### config.mk
export PLATFORM = sky130hd
export DESIGN_NAME = mix_columns_engine
export DESIGN_NICKNAME = d
export VERILOG_FILES = /design/src/rtl/mix_columns_engine.sv
export SDC_FILE = /design/constraint.sdc
export NUM_CORES = 1
export LEC_CHECK = 0
export ABC_AREA = 0
export CORE_ASPECT_RATIO = 1.5
export CORE_UTILIZATION = 30
export DETAILED_ROUTE_END_ITERATION = 10
export RECOVER_POWER = 50
export SLEW_MARGIN = 20
export SYNTH_ARGS = -nofsm -noshare
export SYNTH_HDL_FRONTEND = slang
export SYNTH_SLANG_ARGS = --single-unit
### constraint.sdc
create_clock -name clk -period 3.6 [get_ports clk]
set_input_delay 0.54 -clock clk [delete_from_list [all_inputs] [get_ports clk]]
set_output_delay 0.54 -clock clk [all_outputs]
set_load 0.01 [all_outputs]
### src/rtl/mix_columns_engine.sv
// AES MixColumns / InvMixColumns engine: accepts a 128-bit state, transforms
// COLS_PER_CYCLE columns per clock in place, and holds the result until taken.
module mix_columns_engine #(
  parameter int unsigned COLS_PER_CYCLE = 1
) (
  input  logic         clk,
  input  logic         rst_n,
  input  logic         in_valid,
  output logic         in_ready,
  input  logic [127:0] in_data,
  input  logic         in_inverse,
  output logic         out_valid,
  input  logic         out_ready,
  output logic [127:0] out_data,
  output logic         busy
);

  localparam int unsigned NUM_COLS  = 4;
  localparam int unsigned COL_W     = 32;
  localparam int unsigned BYTE_W    = 8;
  localparam logic [1:0]  CNT_STEP  = 2'(COLS_PER_CYCLE);
  localparam logic [1:0]  LAST_GRP  = 2'(NUM_COLS - COLS_PER_CYCLE);

  if (!(COLS_PER_CYCLE == 1 || COLS_PER_CYCLE == 2 || COLS_PER_CYCLE == 4)) begin : g_bad_cols
    $error("mix_columns_engine: COLS_PER_CYCLE must be 1, 2 or 4");
  end

  typedef enum logic [1:0] {
    IDLE = 2'd0,
    CALC = 2'd1,
    DONE = 2'd2
  } state_t;

  state_t                         state;
  logic [1:0]                     cnt;
  logic                           mode;
  logic [NUM_COLS-1:0][COL_W-1:0] work;   // work[3] holds column 0 (bits 127:96)
  logic [NUM_COLS-1:0][COL_W-1:0] next_work;
  logic [1:0]                     col_idx;
  logic                           last_grp;

  // GF(2^8) multiply by a 4-bit constant, reduction polynomial 0x11b.
  function automatic logic [BYTE_W-1:0] gmul(input logic [BYTE_W-1:0] a, input logic [3:0] k);
    logic [BYTE_W-1:0] p;
    logic [BYTE_W-1:0] acc;
    p   = a;
    acc = '0;
    for (int i = 0; i < 4; i++) begin
      if (k[i]) acc = acc ^ p;
      p = {p[BYTE_W-2:0], 1'b0} ^ (p[BYTE_W-1] ? 8'h1b : 8'h00);
    end
    return acc;
  endfunction

  // One column through the circulant matrix; row r uses the base row rotated right by r.
  function automatic logic [COL_W-1:0] mix_col(input logic [COL_W-1:0] col, input logic inv);
    logic [3:0]        k [NUM_COLS];
    logic [BYTE_W-1:0] b [NUM_COLS];
    logic [BYTE_W-1:0] acc;
    logic [COL_W-1:0]  res;
    k[0] = inv ? 4'he : 4'h2;
    k[1] = inv ? 4'hb : 4'h3;
    k[2] = inv ? 4'hd : 4'h1;
    k[3] = inv ? 4'h9 : 4'h1;
    for (int j = 0; j < 4; j++) b[j] = col[COL_W-1-BYTE_W*j -: BYTE_W];
    res = '0;
    for (int r = 0; r < 4; r++) begin
      acc = '0;
      for (int j = 0; j < 4; j++) acc = acc ^ gmul(b[j], k[2'(j - r)]);
      res[COL_W-1-BYTE_W*r -: BYTE_W] = acc;
    end
    return res;
  endfunction

  // Transform the current column group; untouched columns pass through.
  always_comb begin
    next_work = work;
    col_idx   = '0;
    for (int unsigned g = 0; g < COLS_PER_CYCLE; g++) begin
      col_idx = cnt + 2'(g);
      next_work[2'(2'd3 - col_idx)] = mix_col(work[2'(2'd3 - col_idx)], mode);
    end
  end

  assign last_grp = (cnt == LAST_GRP);
  assign out_data = work;

  always_ff @(posedge clk or negedge rst_n) begin
    if (!rst_n) begin
      state     <= IDLE;
      cnt       <= '0;
      mode      <= 1'b0;
      work      <= '0;
      in_ready  <= 1'b1;
      out_valid <= 1'b0;
      busy      <= 1'b0;
    end else begin
      case (state)
        IDLE: begin
          if (in_valid) begin
            work     <= in_data;
            mode     <= in_inverse;
            cnt      <= '0;
            state    <= CALC;
            in_ready <= 1'b0;
            busy     <= 1'b1;
          end
        end
        CALC: begin
          work <= next_work;
          cnt  <= cnt + CNT_STEP;
          if (last_grp) begin
            state     <= DONE;
            out_valid <= 1'b1;
          end
        end
        DONE: begin
          if (out_ready) begin
            state     <= IDLE;
            out_valid <= 1'b0;
            busy      <= 1'b0;
            in_ready  <= 1'b1;
          end
        end
        default: begin
          state     <= IDLE;
          out_valid <= 1'b0;
          busy      <= 1'b0;
          in_ready  <= 1'b1;
        end
      endcase
    end
  end

endmodule
==> flow_summary.json <==
{
  "core_um2": 27200,
  "path_class": "reg -> reg",
  "crit_arrival_ps": 3430,
  "final_cell_mix": "clkdlybuf4s50_1 (200), dfrtp_1 (133), a22oi_1 (105)",
  "clkSlewWorstSetupHoldPaths_ps": 60,
  "skew_ps": 10.0,
  "setup_viol": 0,
  "cts_setup_buffers": 0,
  "hold_start": "out_valid",
  "regToRegSetupSlack_ps": 460,
  "dr.pass1.iters": 5,
  "synthFlopType": "dfrtp_1",
  "synth_area_leaders": "dfrtp_1 (41%), a22oi_1 (9.5%), mux4_2 (7.9%)",
  "setup_tns_ps": 0,
  "endpoint_kind": "flip-flop",
  "yosys_warnings": 0,
  "worstRegToRegCells": 7,
  "required_ps": 3880,
  "drc": 0,
  "wl_per_cell_um": 23.9,
  "worstSkewPairLatency_ps": 420,
  "holdWs_ps": 520,
  "violations": "max-capacitance violations, max-slew violations",
  "drt-initial-drc-count": 405,
  "grt.total_usage_pct": 22.8,
  "synth_area_um2": 8310,
  "hpwl_mm": 23.3,
  "cts_buffers": 17,
  "antenna_left": 0,
  "die_x_um": 138,
  "io_pins": 264,
  "status": "finished with violations",
  "layout_commonest_cell": "clkdlybuf4s50_1",
  "syn_avg_cell_area_um2": 11.5,
  "place.gp.congestion": 0.828,
  "start_kind": "flip-flop",
  "cts-htree-levels": 4,
  "routed_wl_mm": 31.6,
  "cts_root_buf": "clkbuf_16",
  "dieArea_um2": 28400,
  "r2r-end": "out_data[21]",
  "antenna_found_initial": 3,
  "ys_ff_latch": 136,
  "synth_top_area_share_pct": 40.7,
  "hold_end": "out_valid",
  "ys_types": 45,
  "synth_nets": 857,
  "finalCritPeriodShare_pct": 87.4,
  "drv.max_cap_violation_count": 1,
  "synth_cells": 720,
  "final_cells": 1321,
  "final_max_slew_viol_count": 66,
  "area_growth_pct": 43.7,
  "hold_depth": 2,
  "dp.cells": 1286,
  "max_slew_margin_pct": -17.5,
  "yosysTopAreaCell": "dfrtp_1",
  "min_period_ps": 3140,
  "async_flop_share_pct": 100,
  "cts_tree": "built",
  "tightestPinTransition_ps": 1760,
  "clock_path_buffers": 2,
  "max_freq_mhz": 318,
  "layout-drive-gt1-share_pct": 11.3,
  "fin_nets": 1100,
  "via_per_inst": 5.43,
  "grt_pass1_wl_mm": 46.5,
  "hold_viol_final": 0,
  "via_count": 7171,
  "reg2reg_from": "cnt[0]",
  "grt_max_degree": 72,
  "grt_pass1_vias": 7649,
  "cts.sinks": 136,
  "yosysSeqAreaShare_pct": 41.0,
  "die_y_um": 206,
  "cts_resized": 0,
  "rsz0062_at_grt": "false",
  "initial_core_util_pct": 30.5,
  "hold_path.class": "reg -> reg",
  "cts_hold_buffers": 0,
  "row_count": 74,
  "port_buffers": 263,
  "cp_max_fo": 14,
  "synth_edf_count": 0,
  "grt-ovfl-total": 0
}
-- through the flow --
step	setup slack, ps	area [um2]	util (%)
floorplan	988	8310	-
global placement	468	11300	41.5
detailed placement	418	11300	41.5
CTS	397	11900	43.9
global route	261	11900	43.9
finish	455	11900	43.9
-- state kept, by name, indices dropped and copies added (netlist names) --
register	count
mode	1
state	2
in_ready	1
out_data	128
cnt	2
out_valid	1
busy	1
-- cells in the mapped netlist (2+ instances only) --
cell and count:
a22oi_1 105, xnor3_1 27, a21o_1 14, xnor2_1 65
and2_1 3, o21ai_0 94, buf_6 3, buf_4 5
a21oi_2 3, o22ai_1 3, mux4_2 29, xor2_2 2
o21ai_1 22, clkbuf_1 44, a32oi_1 3, xor2_1 33
xor3_1 4, a22o_1 12, nand2_1 35, nand2b_1 2
buf_2 9, xnor2_4 3, dfrtp_1 135, nor2b_1 3
inv_1 4, nor2_1 21, ha_1 4, a211oi_2 2
a21oi_1 13, mux4_1 3
-- worst max path at each step --
| stage | endpoint | start | slack [ps] |
|---|---|---|---|
| detailed placement | out_data[3] | cnt[0] | 420 |
| floorplan | out_data[52] | cnt[0] | 990 |
| global placement | out_data[3] | cnt[0] | 470 |
| CTS | out_data[3] | cnt[0] | 400 |
| finish | out_data[21] | cnt[0] | 460 |
| global route | out_data[117] | cnt[0] | 260 |
-- worst max-delay path, stage by stage, from the launching register on --
cell     delay, ps
dfrtp_2        670
buf_12         240
mux4_2         680
xnor3_1        540
xnor3_1        350
nand2_1         90
xor2_1         290
o21ai_0        130
-- per-layer routing --
| layer | wire, um | vias up | global-route usage (%) |
|---|---|---|---|
| li1 | - | 3159 | - |
| met2 | 16800 | 291 | 40.1 |
| met3 | 1580 | 68 | 3.47 |
| met1 | 11900 | 3653 | 26.5 |
| met5 | 0 | - | 0 |
| met4 | 1280 | 0 | 11.5 |
-- logic make-up after synthesis --
| logic type | share of synthesized area, % |
|---|---|
| compound gates | 21.5 |
| fa+ha+maj | 0.602 |
| mux | 8.93 |
| flops | 41.0 |
| xor+xnor | 20.7 |
| buf+inv | 4.04 |
| simple gates | 3.34 |
-- layout make-up --
cell class                 count  area, um2
fill                        2603      15300
multi-input combinational    516       4610
sequential                   136       3410
timing repair buffer         287       2830
clock buffer                  18        439
tap                          342        428
clock inverter                14        198
inverter                       5       18.8
antenna                        3       7.51
Power is left out: the tool's default activity adds up to more than one toggle a clock period on the data nets, which glitch-free logic cannot reach.
